## src/rtl/bcd_to_binary_seq_if.sv

```systemverilog
// Handshake and data bundle for the sequential BCD-to-binary converter.
// The master drives the request and the three BCD digits.
// The slave (the converter) returns the registered result and status.
interface bcd_to_binary_seq_if;
  logic       start;
  logic [3:0] H;
  logic [3:0] T;
  logic [3:0] O;
  logic [7:0] bin;
  logic       busy;
  logic       done;
  logic       err;

  modport master (
    output start,
    output H,
    output T,
    output O,
    input  bin,
    input  busy,
    input  done,
    input  err
  );

  modport slave (
    input  start,
    input  H,
    input  T,
    input  O,
    output bin,
    output busy,
    output done,
    output err
  );
endinterface

```

## src/rtl/bcd_to_binary_seq.sv

```systemverilog
// Sequential 3-digit BCD to 8-bit binary converter (reverse double-dabble).
// A conversion is captured from IDLE and shifted for 8 cycles.
// The result is then published with a one-cycle done pulse.
// Invalid digits yield err=1 with bin=0.
// Values above 255 yield err=1 with bin saturated to 8'hFF.
module bcd_to_binary_seq (
  input  logic                  clk,
  input  logic                  rst_n,
  bcd_to_binary_seq_if.slave    bus
);

  typedef enum logic [1:0] {
    IDLE  = 2'd0,
    SHIFT = 2'd1,
    DONE  = 2'd2
  } state_t;

  state_t      r_state;
  logic [11:0] r_bcd;    // residual BCD digits being shifted out
  logic [7:0]  r_binsr;  // binary result accumulating from the MSB side
  logic [2:0]  r_cnt;    // shift iteration, 0..7
  logic        r_inv;    // an input digit was > 9 when captured
  logic [7:0]  r_bin;
  logic        r_busy;
  logic        r_done;
  logic        r_err;

  logic [11:0] w_digits;
  logic [2:0]  w_digit_bad;
  logic        w_cap_inv;
  logic [19:0] w_shifted;
  logic [11:0] w_bcd_adj;
  logic [7:0]  w_binsr_next;
  logic        w_last;

  // Digits as captured: hundreds in the top nibble, ones in the bottom.
  assign w_digits = {bus.H, bus.T, bus.O};

  // Per-digit validity check on the live inputs.
  // It only matters at the capture edge.
  genvar gi;
  generate
    for (gi = 0; gi < 3; gi++) begin : g_digit_chk
      assign w_digit_bad[gi] = (w_digits[4*gi +: 4] > 4'd9);
    end
  endgenerate

  assign w_cap_inv = |w_digit_bad;

  // One reverse double-dabble step.
  // The whole {bcd, bin} register moves right by one bit.
  // Every BCD nibble that lands at 8 or more then has 3 taken off.
  assign w_shifted = {r_bcd, r_binsr} >> 1;

  generate
    for (gi = 0; gi < 3; gi++) begin : g_nib_adj
      logic [3:0] w_nib;
      assign w_nib = w_shifted[8 + 4*gi +: 4];
      assign w_bcd_adj[4*gi +: 4] = (w_nib >= 4'd8) ? (w_nib - 4'd3) : w_nib;
    end
  endgenerate

  assign w_binsr_next = w_shifted[7:0];
  assign w_last       = (r_cnt == 3'd7);

  // Control FSM and datapath.
  // All outputs are registered here so they change only on clock edges (or reset).
  always_ff @(posedge clk or negedge rst_n) begin
    if (!rst_n) begin
      r_state <= IDLE;
      r_bcd   <= 12'h000;
      r_binsr <= 8'h00;
      r_cnt   <= 3'd0;
      r_inv   <= 1'b0;
      r_bin   <= 8'h00;
      r_busy  <= 1'b0;
      r_done  <= 1'b0;
      r_err   <= 1'b0;
    end else begin
      case (r_state)
        IDLE: begin
          r_done <= 1'b0;
          if (bus.start) begin
            r_bcd   <= w_digits;
            r_binsr <= 8'h00;
            r_cnt   <= 3'd0;
            r_inv   <= w_cap_inv;
            r_busy  <= 1'b1;
            r_state <= SHIFT;
          end
        end

        SHIFT: begin
          // start is deliberately not looked at here.
          // A request during a conversion is simply dropped.
          r_bcd   <= w_bcd_adj;
          r_binsr <= w_binsr_next;
          r_cnt   <= r_cnt + 3'd1;
          if (w_last) begin
            r_busy  <= 1'b0;
            r_done  <= 1'b1;
            r_state <= DONE;
            // A bad digit outranks overflow.
            // A non-zero residual after the last step means the value exceeded 255.
            if (r_inv) begin
              r_bin <= 8'h00;
              r_err <= 1'b1;
            end else if (w_bcd_adj != 12'h000) begin
              r_bin <= 8'hFF;
              r_err <= 1'b1;
            end else begin
              r_bin <= w_binsr_next;
              r_err <= 1'b0;
            end
          end
        end

        DONE: begin
          r_done  <= 1'b0;
          r_state <= IDLE;
        end

        default: begin
          r_busy  <= 1'b0;
          r_done  <= 1'b0;
          r_state <= IDLE;
        end
      endcase
    end
  end

  assign bus.bin  = r_bin;
  assign bus.busy = r_busy;
  assign bus.done = r_done;
  assign bus.err  = r_err;

endmodule

```

## src/flat_wrapper.sv

```systemverilog
// flat-port wrapper written by rule: the top's interface ports become plain ports
module bcd_to_binary_seq_flat 
  (clk, rst_n, bus_start, bus_H, bus_T, bus_O, bus_bin, bus_busy, bus_done, bus_err);
  bcd_to_binary_seq_if bus_i ();
  input  logic clk;
  input  logic rst_n;
  input wire logic [$bits(bus_i.start)-1:0] bus_start;
  input wire logic [$bits(bus_i.H)-1:0] bus_H;
  input wire logic [$bits(bus_i.T)-1:0] bus_T;
  input wire logic [$bits(bus_i.O)-1:0] bus_O;
  output wire logic [$bits(bus_i.bin)-1:0] bus_bin;
  output wire logic [$bits(bus_i.busy)-1:0] bus_busy;
  output wire logic [$bits(bus_i.done)-1:0] bus_done;
  output wire logic [$bits(bus_i.err)-1:0] bus_err;
  assign bus_i.start = bus_start;
  assign bus_i.H = bus_H;
  assign bus_i.T = bus_T;
  assign bus_i.O = bus_O;
  assign bus_bin = bus_i.bin;
  assign bus_busy = bus_i.busy;
  assign bus_done = bus_i.done;
  assign bus_err = bus_i.err;
  bcd_to_binary_seq u_core (.clk(clk), .rst_n(rst_n), .bus(bus_i));
endmodule
```

## config.mk

```make
export PLATFORM = sky130hd
export DESIGN_NAME = bcd_to_binary_seq_flat
export DESIGN_NICKNAME = d
export VERILOG_FILES = /design/src/rtl/bcd_to_binary_seq_if.sv /design/src/rtl/bcd_to_binary_seq.sv /design/src/flat_wrapper.sv
export SDC_FILE = /design/constraint.sdc
export NUM_CORES = 1
export LEC_CHECK = 0
export ABC_CLOCK_PERIOD_IN_PS = 3500
export CAP_MARGIN = 20
export CORE_MARGIN = 5
export CORE_UTILIZATION = 57
export DETAILED_ROUTE_END_ITERATION = 8
export PLACE_DENSITY_LB_ADDON = 0.25
export SYNTH_ARGS = -nofsm -noshare
export SYNTH_HDL_FRONTEND = slang
export SYNTH_SLANG_ARGS = --single-unit
```

## constraint.sdc

```tcl
create_clock -name clk -period 3.5 [get_ports clk]
set_input_delay 0.35 -clock clk [delete_from_list [all_inputs] [get_ports clk]]
set_output_delay 0.35 -clock clk [all_outputs]
set_load 0.01 [all_outputs]
```

==> metrics.yaml, run 1 <==
cts_max_path_buffers: 2
worst_setup_path_start_kind: "flip-flop"
r2r_slack_ns: 1.55
ir_drop_v: 0.000532
p_int_uw: 1180
antenna_found_initial: 0
p_leak_uw: 0.000956
groute.usage.overall_pct: 19.2
pwr-share-clk_pct: 15.4
netlist_instances: 164
gp_congestion: 0.790
seq_area_frac_synth_pct: 50.6
hold_class: "in -> async"
clk_latency_ns: 0.34
rsz0062_at_grt: "false"
crit_arrival_ns: 2.13
clock-sinks: 36
final_nets: 210
clk_pin_slew_worst_paths_ns: 0.11
cts.hold.buffers_added: 0
syn_area_um2: 1780
htreeDepth: 2
required_ns: 3.68
cap_violations: 0
core_area_um2: 3030
synth_most_common_cell: "dfrtp_1"
worstSetupStartpoint: "u_core.r_state[0]$_DFFE_PN0P_"
synth_top_area_share_pct: 50.6
grt_max_degree: 37
nFillCells: 238
fin_cells: 234
synth-main-ff-cell: "dfrtp_1"
num_antenna_cells: 0
cts_buffers: 5
placed_cells: 226
fp.dieH_um: 65.9
synth_edf_count: 0
cts-root-buf: "clkbuf_4"
area_growth_pct: 18.5
post_cts_buffers: 0
final_util_pct: 69.7
grt-ovfl-total: 0
cts_resized: 0
first_iter_violations: 112
antenna_left: 0
r2r-end: "u_core.r_bcd[2]$_DFFE_PN0P_"
timing.rr.start: "u_core.r_state[0]$_DFFE_PN0P_"
die_area_um2: 4340
period_needed_ns: 1.95
synth_nets: 185
tightest_slew_ns: 0.994
ys_ff_latch: 36
start_util_pct: 58.8
critPathCapture: "u_core.r_bcd[2]$_DFFE_PN0P_"
place_hpwl_um: 2570
finalHoldViolCount: 0
drc_errors: 0
synth_warnings: 0
ys_top_cells_by_area: "dfrtp_1 51%, a22o_1 4.9%, a21oi_1 4.5%"
end_kind: "flip-flop"
totalWireLength_um: 3660
grt_pass1_vias: 1382
ys_types: 32
relSlewSlack_pct: 33.7
maxSlewViolCount: 0
yosys-top-cells-count: "36 x dfrtp_1, 16 x a21oi_1, 14 x nand2_1, 14 x o21ai_0, 13 x nor2_1"
async_reset_ff_share_pct: 100
finClkSkew_ns: 0.00633
rows: 20
syn_area_per_cell_um2: 10.9
drive_gt1_share_pct: 10.0
pwr-share-comb_pct: 42.2
max_freq_ghz: 0.514
status: "finished clean"
power_density_nw_per_um2: 894
post-route-period-util_pct: 55.6
grt_pass1_wl_um: 6310
yosys.area.top_type: "dfrtp_1"
crit_type: "reg -> reg"
worstRegToRegCells: 4
io_pins: 26
tritoncts: "yes"
seqPwrFrac_pct: 42.4
die_width_um: 65.9
cp_max_fo: 11
portBuffers: 25
setup_violations: 0
setup_tns_ns: 0
switching_share_pct: 37.6
wl_per_cell_um: 15.6
vias: 1317
vias_per_cell: 5.63
p_sw_uw: 711
drt_pass1_iterations: 4
[metrics by stage]
stage / total power [uW] / setup WS [ns] / hold slack (ns) / area, um2
after floorplan: 1360 / 1.89 / 0.0544 / 1780
after global placement: 1570 / 1.43 / 0.478 / 2030
after detailed placement: 1610 / 1.38 / 0.487 / 2030
after CTS: 1900 / 1.54 / 0.430 / 2110
after global routing: 2040 / 1.41 / 0.451 / 2110
final: 1890 / 1.55 / 0.420 / 2110
[cells by family (layout without fill, tap and decap cells)]
kind of cell    count (synthesis)  in the layout  share of synthesized area, %
compound gates                 56             56                          22.3
xor+xnor                        4              4                          1.97
fa+ha+maj                       6              6                          4.21
buf+inv                        15             41                          5.06
flops                          36             36                          50.6
mux                             7              7                          4.07
simple gates                   40             40                          11.9
[worst min-delay path by stage]
stage / start / endpoint / depth (start not counted)
after floorplan: rst_n / u_core.bus.bin[0]$_DFFE_PN0P_ / 0
after global routing: rst_n / u_core.r_bcd[5]$_DFFE_PN0P_ / 2
after detailed placement: u_core.bus.done$_DFFE_PN0N_ / u_core.bus.done$_DFFE_PN0N_ / 2
final: rst_n / u_core.bus.busy$_DFFE_PN0P_ / 2
after global placement: u_core.bus.done$_DFFE_PN0N_ / u_core.bus.done$_DFFE_PN0N_ / 2
after CTS: rst_n / u_core.r_bcd[0]$_DFFE_PN0P_ / 2
[power groups by stage]
| stage | Sequential (uW) | Combinational, uW | Clock, uW |
|---|---|---|---|
| after floorplan | 761 | 598 | 0 |
| after global placement | 790 | 777 | 0 |
| after detailed placement | 805 | 802 | 0 |
| after CTS | 797 | 808 | 296 |
| after global routing | 830 | 895 | 314 |
| final | 801 | 797 | 290 |
[metal layers]
layer | track usage [%] | part of all wire, % | vias up
met1 | 25.2 | 45 | 645
met2 | 29.7 | 47 | 40
li1 | - | - | 625
met5 | 0 | 0 | -
met3 | 5.10 | 6.0 | 7
met4 | 8.29 | 1.6 | 0
[placed cells by master, fill, tap and decap left out, types with 2 or more instances in the layout]
master	count
o21ai_0	14
o21ba_1	8
inv_1	6
xnor2_1	4
clkbuf_4	5
mux2i_1	5
nand2_1	14
a22o_1	10
nand2b_1	4
mux2_2	2
nor4_2	2
nor2_1	13
a21oi_1	16
dfrtp_1	36
a2bb2oi_1	2
ha_1	6
clkdlybuf4s50_1	25
[flip-flops by register name, summed over array words and instances (netlist names)]
name	cells
u_core.r_inv	1
u_core.r_bcd	12
u_core.r_binsr	7
u_core.bus.done	1
u_core.r_state	2
u_core.bus.busy	1
u_core.bus.err	1
u_core.r_cnt	3
u_core.bus.bin	8
[critical path, cell delays in order, from the launching register on]
cell and delay (ns):
dfrtp_1 0.58, inv_2 0.13, nor2_1 0.72, mux2i_1 0.27
o21ai_0 0.09
[layout make-up]
class                   instances  area, um2  share of cell area [%]
multi-input cells             113        791                    37.5
clock inverters                 3       42.5                    2.02
well taps                      44       55.1                    2.61
repair buffers                 26        258                    12.2
inverters                       7       26.3                    1.24
clock buffers                   5       37.5                    1.78
flip-flops and latches         36        901                    42.7
Power figures use the tool's default switching activity.
==> inputs of run 2 (changes only) <==
ABC_CLOCK_PERIOD_IN_PS = 1900   (was 3500)
CORE_UTILIZATION = 53   (was 57)
clock period = 1.9 ns   (was 3.5 ns; I/O delays follow)
==> run 2 against run 1 <==
Register-to-register slack worse by 1.5 ns. Sequential share of layout area down 0.65 points. Global-route usage down 0.77 points. Power up 88%. Worst setup slack worse by 1.5 ns. Sequential power up 84%. Sequential cell count unchanged. Critical path depth up 2. Die area up 6.4%. Wire length up 4.7%. Non-clock buffer count up 4. Hold slack worse by 0.18 ns.
==> metrics.yaml, run 2 (synthesis results as in run 1) <==
status: "finished clean"
total_power_uw: 3550
worst_setup_path_start_kind: "flip-flop"
rsz0062_at_grt: "false"
slowest_delay_ns: 0.48
cp_slowest_cell: "dfrtp_1"
area_growth_pct: 20.3
htreeDepth: 2
cp_max_fo: 9
wl_per_cell_um: 16.0
cts_buffers: 5
antenna_found_initial: 0
place_hpwl_um: 2710
post_cts_buffers: 0
clk_pin_slew_worst_paths_ns: 0.12
drt_pass1_iterations: 4
die_area_um2: 4620
totalWireLength_um: 3830
cts_max_path_buffers: 2
hold_class: "in -> async"
largest_reg_flops: 12
worstRegToRegCells: 6
final_cell_mix: "36 x dfrtp_1, 25 x clkdlybuf4s50_1, 16 x a21oi_1"
portBuffers: 25
drc_errors: 0
crit_type: "reg -> reg"
final_nets: 214
maxSlewViolCount: 0
max_freq_ghz: 0.555
placed_cells: 232
post-route-period-util_pct: 94.9
start_util_pct: 54.2
antenna_left: 0
core_area_um2: 3280
grt_pass1_wl_um: 6250
cap_violations: 0
grt_max_degree: 37
worst-path-buf-inv: 1
grt_pass1_vias: 1302
ir_drop_v: 0.000768
cts.hold.buffers_added: 0
crit_chain: "inv_1, ha_1, mux2_2, nor2_4, o2111ai_4, o22a_1"
worstSetupStartpoint: "u_core.r_bcd[1]$_DFFE_PN0P_"
io_pins: 26
clock-sinks: 36
timing.rr.start: "u_core.r_bcd[1]$_DFFE_PN0P_"
end_kind: "flip-flop"
finalHoldViolCount: 0
tritoncts: "yes"
vias_per_cell: 5.60
rows: 21
layout_commonest_cell: "dfrtp_1"
first_iter_violations: 72
num_antenna_cells: 0
cts_resized: 0
regMostFlops: "u_core.r_bcd"
setup_violations: 0
die_width_um: 68.0
groute.usage.overall_pct: 18.4
required_ns: 2.14
power_density_nw_per_um2: 1660
cts-root-buf: "clkbuf_4"
finClkSkew_ns: 0.00964
drive_gt1_share_pct: 11.9
tightest_slew_ns: 0.455
clk_latency_ns: 0.35
critPathTopFamily: "flip-flops"
gp_congestion: 0.860
relSlewSlack_pct: 69.7
crit_arrival_ns: 2.05
fp.dieH_um: 68.0
critical_path_cell_count: 6
setup_tns_ns: 0
vias: 1344
p_leak_uw: 0.000976
fin_cells: 240
grt-ovfl-total: 0
period_needed_ns: 1.80
## run 2: cell types whose count changed in the layout (fill, tap and decap cells not counted), sizes merged
cell and delta:
buf +4
## run 2: area by class of cell
cell class                      instances  area (um2)
Clock buffer                            5        37.5
Clock inverter                          3        42.5
Fill cell                             271        1140
Inverter                                7        26.3
Multi-Input combinational cell        113         791
Sequential cell                        36         901
Tap cell                               46        57.6
Timing Repair Buffer                   30         288
## run 2: per-stage QoR
stage / worst slack (ns) / hold slack (ns) / utilization, % / cell area, um2
finish: 0.0973 / 0.241 / 65.3 / 2140
global route: 0.00119 / 0.259 / 65.3 / 2140
CTS: 0.0849 / 0.242 / 65.3 / 2140
detailed placement: 0.108 / 0.485 / 62.8 / 2060
global placement: 0.214 / 0.480 / 62.8 / 2060
floorplan: 0.291 / -0.106 / - / 1780
## run 2: report_power, final
part / switching (uW) / internal [uW]
combinational: 705 / 821
sequential: 367 / 1110
clock: 278 / 274
## run 2: worst paths after layout
kind | endpoint | slack [ns]
max reg2reg | u_core.bus.err$_DFFE_PN0P_ | 0.1
max | u_core.bus.err$_DFFE_PN0P_ | 0.1
max in group asynchronous | u_core.bus.bin[5]$_DFFE_PN0P_ | 1.34
min reg2reg | u_core.bus.done$_DFFE_PN0N_ | 0.51
min | u_core.r_bcd[4]$_DFFE_PN0P_ | 0.24
min in group clk | u_core.r_bcd[4]$_DFFE_PN0P_ | 0.46
## run 2: per-layer routing
metal  GRT usage [%]  share of wire [%]  vias up  wire [um]
met1            22.8                 44      654       1670
met5               0                  0        -          0
met3            5.91                5.9       10        226
li1                -                  -      632          -
met4            8.44                2.1        0         80
met2            29.1                 48       48       1850
## run 2: worst reg2reg max path: stages (launching register included)
cell	delay (ns)
dfrtp_1	0.48
inv_1	0.07
ha_1	0.29
mux2_2	0.30
nor2_4	0.11
o2111ai_4	0.20
o22a_1	0.25
